<file path="src/rtl/seg_scan_decoder_pkg.sv">
// Shared types and constants for the multiplexed seven-segment scan decoder.
// Holds the FSM state encoding, the segment-pattern table and sample payload.
package seg_scan_decoder_pkg;

    localparam int unsigned NUM_DIGITS = 3;
    localparam int unsigned SEG_W      = 8;
    localparam int unsigned SEG_PAT_W  = 7;
    localparam int unsigned NIB_W      = 4;
    localparam int unsigned BCD_W      = NUM_DIGITS * NIB_W;
    localparam int unsigned CNT_W      = 8;
    localparam int unsigned TMO_W      = 20;

    localparam logic [NIB_W-1:0] NIB_INVALID = 4'hF;

    // Active-high {g,f,e,d,c,b,a} patterns for decimal digits
    localparam logic [SEG_PAT_W-1:0] SEG_DIGIT_0 = 7'h3F;
    localparam logic [SEG_PAT_W-1:0] SEG_DIGIT_1 = 7'h06;
    localparam logic [SEG_PAT_W-1:0] SEG_DIGIT_2 = 7'h5B;
    localparam logic [SEG_PAT_W-1:0] SEG_DIGIT_3 = 7'h4F;
    localparam logic [SEG_PAT_W-1:0] SEG_DIGIT_4 = 7'h66;
    localparam logic [SEG_PAT_W-1:0] SEG_DIGIT_5 = 7'h6D;
    localparam logic [SEG_PAT_W-1:0] SEG_DIGIT_6 = 7'h7D;
    localparam logic [SEG_PAT_W-1:0] SEG_DIGIT_7 = 7'h07;
    localparam logic [SEG_PAT_W-1:0] SEG_DIGIT_8 = 7'h7F;
    localparam logic [SEG_PAT_W-1:0] SEG_DIGIT_9 = 7'h6F;

    typedef enum logic [1:0] {
        ST_WAIT   = 2'd0,
        ST_SETTLE = 2'd1,
        ST_HOLD   = 2'd2
    } state_e;

    typedef struct packed {
        logic [NUM_DIGITS-1:0] en;
        logic [SEG_W-1:0]      seg;
    } sample_t;

    function automatic logic is_onehot(input logic [NUM_DIGITS-1:0] v);
        return (v != '0) && ((v & (v - NUM_DIGITS'(1))) == '0);
    endfunction

endpackage

</file>
<file path="src/rtl/seg_scan_decoder_seg7.sv">
// Combinational seven-segment pattern to BCD nibble lookup.
// Unrecognised patterns map to the invalid nibble and raise invalid_c.
module seg7_to_bcd
    import seg_scan_decoder_pkg::*;
(
    input  logic [SEG_PAT_W-1:0] pattern,
    output logic [NIB_W-1:0]     nibble_c,
    output logic                 invalid_c
);

    always_comb begin
        nibble_c = NIB_INVALID;
        case (pattern)
            SEG_DIGIT_0: nibble_c = NIB_W'(0);
            SEG_DIGIT_1: nibble_c = NIB_W'(1);
            SEG_DIGIT_2: nibble_c = NIB_W'(2);
            SEG_DIGIT_3: nibble_c = NIB_W'(3);
            SEG_DIGIT_4: nibble_c = NIB_W'(4);
            SEG_DIGIT_5: nibble_c = NIB_W'(5);
            SEG_DIGIT_6: nibble_c = NIB_W'(6);
            SEG_DIGIT_7: nibble_c = NIB_W'(7);
            SEG_DIGIT_8: nibble_c = NIB_W'(8);
            SEG_DIGIT_9: nibble_c = NIB_W'(9);
            default:     nibble_c = NIB_INVALID;
        endcase
        // No legal digit decodes to F, so the nibble itself flags the error
        invalid_c = (nibble_c == NIB_INVALID);
    end

endmodule

</file>
<file path="src/rtl/seg_scan_decoder.sv">
// Recovers a 3-digit BCD value from a multiplexed seven-segment display bus
// by debouncing each digit slot and publishing a frame once all three are seen.
module seg_scan_decoder
    import seg_scan_decoder_pkg::*;
#(
    parameter int unsigned STABLE_CYCLES  = 4,
    parameter int unsigned TIMEOUT_CYCLES = 65535
) (
    input  logic                  clk,
    input  logic                  rst,
    input  logic [NUM_DIGITS-1:0] Enable,
    input  logic [SEG_W-1:0]      SevenSegment,
    output logic [BCD_W-1:0]      bcd,
    output logic                  bcd_valid,
    output logic [NUM_DIGITS-1:0] dp,
    output logic                  seg_err,
    output logic                  stale
);

    localparam logic [CNT_W-1:0] STABLE_MAX = CNT_W'(STABLE_CYCLES);
    localparam logic [TMO_W-1:0] TMO_MAX    = TMO_W'(TIMEOUT_CYCLES);

    logic [NUM_DIGITS-1:0] en_s1_q, en_s1_d, en_s2_q, en_s2_d;
    logic [SEG_W-1:0]      seg_s1_q, seg_s1_d, seg_s2_q, seg_s2_d;

    state_e                state_q, state_d;
    logic [CNT_W-1:0]      cnt_q, cnt_d;
    sample_t               ref_smp_q, ref_smp_d;

    logic [NUM_DIGITS-1:0][NIB_W-1:0] shadow_q, shadow_d;
    logic [NUM_DIGITS-1:0] dp_sh_q, dp_sh_d;
    logic [NUM_DIGITS-1:0] seen_q, seen_d;
    logic                  err_pend_q, err_pend_d;

    logic [BCD_W-1:0]      bcd_q, bcd_d;
    logic [NUM_DIGITS-1:0] dp_q, dp_d;
    logic                  bcd_valid_q, bcd_valid_d;
    logic                  seg_err_q, seg_err_d;
    logic [TMO_W-1:0]      tmo_q, tmo_d;
    logic                  stale_q, stale_d;

    sample_t               smp_c;
    logic                  cand_c;
    logic                  same_c;
    logic                  accept_c;
    logic [NIB_W-1:0]      nibble_c;
    logic                  invalid_c;

    seg7_to_bcd u_seg7_to_bcd (
        .pattern   (smp_c.seg[SEG_PAT_W-1:0]),
        .nibble_c  (nibble_c),
        .invalid_c (invalid_c)
    );

    // Two-flop synchronizers on the asynchronous display bus
    always_comb begin
        en_s1_d  = Enable;
        en_s2_d  = en_s1_q;
        seg_s1_d = SevenSegment;
        seg_s2_d = seg_s1_q;
    end

    // Debounce FSM: a digit is accepted once it has been stable long enough
    always_comb begin
        smp_c     = '{en: en_s2_q, seg: seg_s2_q};
        cand_c    = is_onehot(en_s2_q);
        same_c    = (smp_c == ref_smp_q);
        state_d   = state_q;
        cnt_d     = cnt_q;
        ref_smp_d = ref_smp_q;
        accept_c  = 1'b0;

        case (state_q)
            ST_WAIT: begin
                if (cand_c) begin
                    state_d   = ST_SETTLE;
                    cnt_d     = CNT_W'(1);
                    ref_smp_d = smp_c;
                end
            end
            ST_SETTLE: begin
                if (!cand_c) begin
                    state_d = ST_WAIT;
                    cnt_d   = '0;
                end else if (!same_c) begin
                    cnt_d     = CNT_W'(1);
                    ref_smp_d = smp_c;
                end else begin
                    cnt_d = cnt_q + CNT_W'(1);
                    if (cnt_d == STABLE_MAX) begin
                        accept_c = 1'b1;
                        state_d  = ST_HOLD;
                    end
                end
            end
            ST_HOLD: begin
                if (!same_c) begin
                    if (cand_c) begin
                        state_d   = ST_SETTLE;
                        cnt_d     = CNT_W'(1);
                        ref_smp_d = smp_c;
                    end else begin
                        state_d = ST_WAIT;
                        cnt_d   = '0;
                    end
                end
            end
            default: begin
                state_d = ST_WAIT;
                cnt_d   = '0;
            end
        endcase
    end

    // Frame assembly: shadow accepted digits, publish when all slots are seen
    always_comb begin
        shadow_d    = shadow_q;
        dp_sh_d     = dp_sh_q;
        seen_d      = seen_q;
        err_pend_d  = err_pend_q;
        bcd_d       = bcd_q;
        dp_d        = dp_q;
        seg_err_d   = seg_err_q;
        bcd_valid_d = 1'b0;

        if (accept_c) begin
            for (int i = 0; i < int'(NUM_DIGITS); i++) begin
                if (smp_c.en[i]) begin
                    shadow_d[i] = nibble_c;
                    dp_sh_d[i]  = smp_c.seg[SEG_W-1];
                end
            end
            seen_d     = seen_q | smp_c.en;
            err_pend_d = err_pend_q | invalid_c;
            if (seen_d == '1) begin
                bcd_d       = shadow_d;
                dp_d        = dp_sh_d;
                seg_err_d   = err_pend_d;
                bcd_valid_d = 1'b1;
                seen_d      = '0;
                err_pend_d  = 1'b0;
            end
        end
    end

    // Saturating idle timer since the last accepted digit
    always_comb begin
        if (accept_c) begin
            tmo_d = '0;
        end else if (tmo_q == TMO_MAX) begin
            tmo_d = tmo_q;
        end else begin
            tmo_d = tmo_q + TMO_W'(1);
        end
        stale_d = (tmo_d == TMO_MAX);
    end

    always_ff @(posedge clk or posedge rst) begin
        if (rst) begin
            en_s1_q     <= '0;
            en_s2_q     <= '0;
            seg_s1_q    <= '0;
            seg_s2_q    <= '0;
            state_q     <= ST_WAIT;
            cnt_q       <= '0;
            ref_smp_q   <= '0;
            shadow_q    <= '0;
            dp_sh_q     <= '0;
            seen_q      <= '0;
            err_pend_q  <= 1'b0;
            bcd_q       <= '0;
            dp_q        <= '0;
            bcd_valid_q <= 1'b0;
            seg_err_q   <= 1'b0;
            tmo_q       <= '0;
            stale_q     <= 1'b0;
        end else begin
            en_s1_q     <= en_s1_d;
            en_s2_q     <= en_s2_d;
            seg_s1_q    <= seg_s1_d;
            seg_s2_q    <= seg_s2_d;
            state_q     <= state_d;
            cnt_q       <= cnt_d;
            ref_smp_q   <= ref_smp_d;
            shadow_q    <= shadow_d;
            dp_sh_q     <= dp_sh_d;
            seen_q      <= seen_d;
            err_pend_q  <= err_pend_d;
            bcd_q       <= bcd_d;
            dp_q        <= dp_d;
            bcd_valid_q <= bcd_valid_d;
            seg_err_q   <= seg_err_d;
            tmo_q       <= tmo_d;
            stale_q     <= stale_d;
        end
    end

    assign bcd       = bcd_q;
    assign bcd_valid = bcd_valid_q;
    assign dp        = dp_q;
    assign seg_err   = seg_err_q;
    assign stale     = stale_q;

endmodule

</file>
<file path="config.mk">
export PLATFORM = sky130hd
export DESIGN_NAME = seg_scan_decoder
export DESIGN_NICKNAME = d
export VERILOG_FILES = /design/src/rtl/seg_scan_decoder_pkg.sv /design/src/rtl/seg_scan_decoder_seg7.sv /design/src/rtl/seg_scan_decoder.sv
export SDC_FILE = /design/constraint.sdc
export NUM_CORES = 1
export LEC_CHECK = 0
export ABC_AREA = 1
export ABC_CLOCK_PERIOD_IN_PS = 4400
export BUFFER_PORTS_ARGS = -buffer_cell sky130_fd_sc_hd__clkbuf_2
export CAP_MARGIN = 20
export CORE_MARGIN = 3
export CORE_UTILIZATION = 55
export DETAILED_ROUTE_END_ITERATION = 10
export PLACE_DENSITY = 0.75
export SLEW_MARGIN = 10
export SYNTH_ARGS = -nofsm -noshare
export SYNTH_HDL_FRONTEND = slang
export SYNTH_HIERARCHICAL = 1
export SYNTH_SLANG_ARGS = --single-unit
</file>
<file path="constraint.sdc">
create_clock -name clk -period 4.4 [get_ports clk]
set_input_delay 0.88 -clock clk [delete_from_list [all_inputs] [get_ports clk]]
set_output_delay 0.88 -clock clk [all_outputs]
set_load 0.03 [all_outputs]
</file>
==> impl_results.md <==
- CTS Hold Bufs: 0
- Slowest-stage cell, CP: dfrtp_1
- CTS Buffer Depth: 2
- Clock Power Share: 29.8%
- Drt total wl: ~9400 um
- Worst-case clock skew: around 0.02 ns
- Die Y-Extent: just over 100 um
- Cell Int Power: about 1300 uW
- Leakage: approximately 0.0027 uW
- Final period util: between 50% and 60%
- GRT Util Overall: about a fifth
- Fraction of layout cells with a size suffix above 1: between 10% and 20%
- Setup_tns: 0 ns
- Core Area: just under 0.009 sq mm
- Net count, final: about 640
- RSZ-0062 raised after global routing: no
- Final non-filler cell total: 738
- DRC: 0
- Die ar.: ~0.010 sq mm
- CP arrival: between 2 and 3 ns
- Worst-path maximum fanout: 32
- Power share of the sequential group: a little under three fifths
- Syn avg cell area: around 8.6 sq um
- Register bit total from synthesis: 100
- CP Capture Type: flip-flop
- Remaining Overflow, GRT: 0
- Power per Cell Area: 351 mW/mm^2
- # IOs: 31
- Post-CTS setup buffer count: 0
- RePlAce Congestion: approximately 0.89
- Combinational Power Share: between 15 and 20%
- CP required: approximately 4.6 ns
- Synth async-reset ratio: between 90% and 100%
- Number of global-route vias before repair: about 3700
- Largest cells by area after synthesis: dfrtp_1 (49%), nand2_1 (11%), inv_1 (5.2%), nor2_1 (4.1%), nand3_1 (4.0%)
- Row cnt: 34
- Router iterations before antenna repair: 4
- Die Wd: just over 100 um
- Max-slew headroom: about two fifths
- Largest stage delay, worst path: ~0.46 ns
- H-tree depth: 3
- Initial Util: around 58%
- Post-synthesis sequential area ratio: between 40% and 50%
- CTS tree: yes
- Slew @ Worst Pin: 0.875 ns
- Synthesized Nets: roughly 610
- Clock Sinks: 100
- # setup viols final: 0
- Final Slew Violations: 0
- ANT cells: 0
- Hold Vio Cnt, Final: 0
- FMAX: ~0.40 GHz
- Top-area cell type share of the netlist area: 49.1%
- Hold WC Path Type: flip-flop to flip-flop
- MaxCap Viol Count: 0
- Initial antenna violation count: 0
- EDFF count, synth: 0
- Root buf cell: clkbuf_8
- Total CTS buffers: 9
- DP Wirelength: just under 7000 um
- CTS clk-pin slew, worst paths: between 0.1 and 0.15 ns
- Cell count after synthesis: a little under 600
- Layout area overhead: 7.39%
- Switching share of power: 31.1%
- Yosys warns: 6
- Net Sw Power: ~600 uW
- Cell variety after synth: 43
- Vias: about 3900
- Synth area leader: dfrtp_1
- Synthesized cell area: about 0.0051 sq mm
- IO buf count: 30
- WL per Instance: approximately 13 um
- Clock Latency Late Sink: 0.38 ns
- Pin count of the biggest net entering global routing: 73
- Outcome: complete, no violations
- Post-CTS resize count: 0
- Setup CP Type: flip-flop to flip-flop
- Worst vdd rail ir drop: between 0.3 and 0.4 mV
- Placed cells: around 720
- Crit path cell chain: ha_1 > nand2_1 > clkinv_1 > nor2_2 > nand3_1 > nor2_2 > nand3_4 > nor2_8 > nand2_4 > nor2_4 > inv_2 > nand2_1 > o21ai_2
- Vias/cell: roughly 5.2
- Detail Route Antenna Nets: 0
- Tmin final: about 2.5 ns
- DRT iter0 DRCs: 201
- Reg2reg setup slack: 1.90 ns
- Post-synth top flop: dfrtp_1
- Crit start category: flip-flop
- First-pass GRT wire length: 16300 um
==> through the flow <==
step                hold slack [ns]  setup WS, ns  power, uW  cell area (sq um)  util (%)
floorplan                     0.331         0.901       1300               5090         -
global placement              0.332          2.00       1350               5280      59.6
detailed placement            0.335          1.93       1370               5280      59.6
CTS                           0.350          1.89       1940               5470      61.8
global route                  0.359          1.64       2030               5470      61.8
finish                        0.344          1.90       1920               5470      61.8
==> cells in the mapped netlist (3+ instances only) <==
library cell and count:
buf_6 8, mux2i_1 12, xnor2_1 5, nor2_4 6, nor2_2 7, mux2_2 3
ha_1 3, nand3_1 41, a21oi_1 4, nor3_1 6, o21ai_1 8, nand2_1 146
inv_2 7, dfrtp_1 100, o21ai_2 16, o22ai_1 4, nand4_1 7, o21ai_0 33
nand2_2 20, inv_1 71, nor2_1 55, nand3b_1 3
==> cell type report <==
class,count,area (sq um)
Fill cell,739,3380
Sequential cell,100,2500
Multi-Input combinational cell,402,2170
Inverter,81,309
Timing Repair Buffer,31,158
Tap cell,108,135
Clock buffer,9,124
Clock inverter,7,68.8
==> logic make-up after synthesis <==
family                     after synthesis  share of synthesized area [%]
adders and majority gates                3                          0.737
buffers and inverters                   93                           8.20
and+or+nand+nor                        303                           28.3
xor gates and xnor gates                 7                           1.35
muxes                                   15                           3.02
DFF                                    100                           49.1
AOI/OAI and AO/OA                       74                           9.29
==> state kept, by name (all words and copies together), names as in the netlist, 8 cells and up <==
| signal | cells |
|---|---|
| ref_smp_q | 11 |
| seg_s2_q | 8 |
| shadow_q | 12 |
| cnt_q | 8 |
| bcd | 12 |
| tmo_q | 20 |
| seg_s1_q | 8 |
==> worst paths after layout <==
kind	cells after the start	endpoint	from
max	13	dp[2]	cnt_q[0]
min	0	seg_s2_q[7]	seg_s1_q[7]
max reg2reg	13	dp[2]	cnt_q[0]
min reg2reg	0	seg_s2_q[7]	seg_s1_q[7]
max in group asynchronous	3	dp_sh_q[0]	rst
min in group asynchronous	2	cnt_q[0]	rst
==> placed cells by master (no fill, tap or decap), types with 8 or more instances in the layout <==
| master | count |
|---|---|
| dfrtp_1 | 100 |
| inv_1 | 70 |
| nor2_1 | 55 |
| o21ai_0 | 33 |
| mux2i_1 | 12 |
| nand3_1 | 41 |
| nand2_2 | 20 |
| o21ai_1 | 8 |
| o21ai_2 | 16 |
| nand2_1 | 146 |
| clkbuf_2 | 30 |
| clkbuf_8 | 9 |
==> critical path: cells and delay by family (launching register included) <==
kind            cells  cell delay (ns)
flops               1             0.46
buf+inv             2             0.41
fa+ha+maj           1             0.25
compound gates      1             0.06
simple gates        9             1.18
==> per-layer routing <==
metal | routed length (um) | vias up | global-route usage [%]
li1 | - | 1947 | -
met1 | 4280 | 1824 | 25.7
met2 | 4650 | 77 | 32.7
met3 | 364 | 17 | 4.23
met4 | 146 | 0 | 6.36
met5 | 0 | - | 0
==> power by group through the flow <==
| stage | Combinational (uW) | Clock (uW) | Sequential, uW |
|---|---|---|---|
| after global routing | 341 | 626 | 1070 |
| final | 293 | 571 | 1050 |
| after CTS | 297 | 587 | 1050 |
| after detailed placement | 295 | 0 | 1070 |
| after floorplan | 249 | 0 | 1050 |
| after global placement | 283 | 0 | 1070 |
No activity file was read; power rests on OpenSTA's default activity.
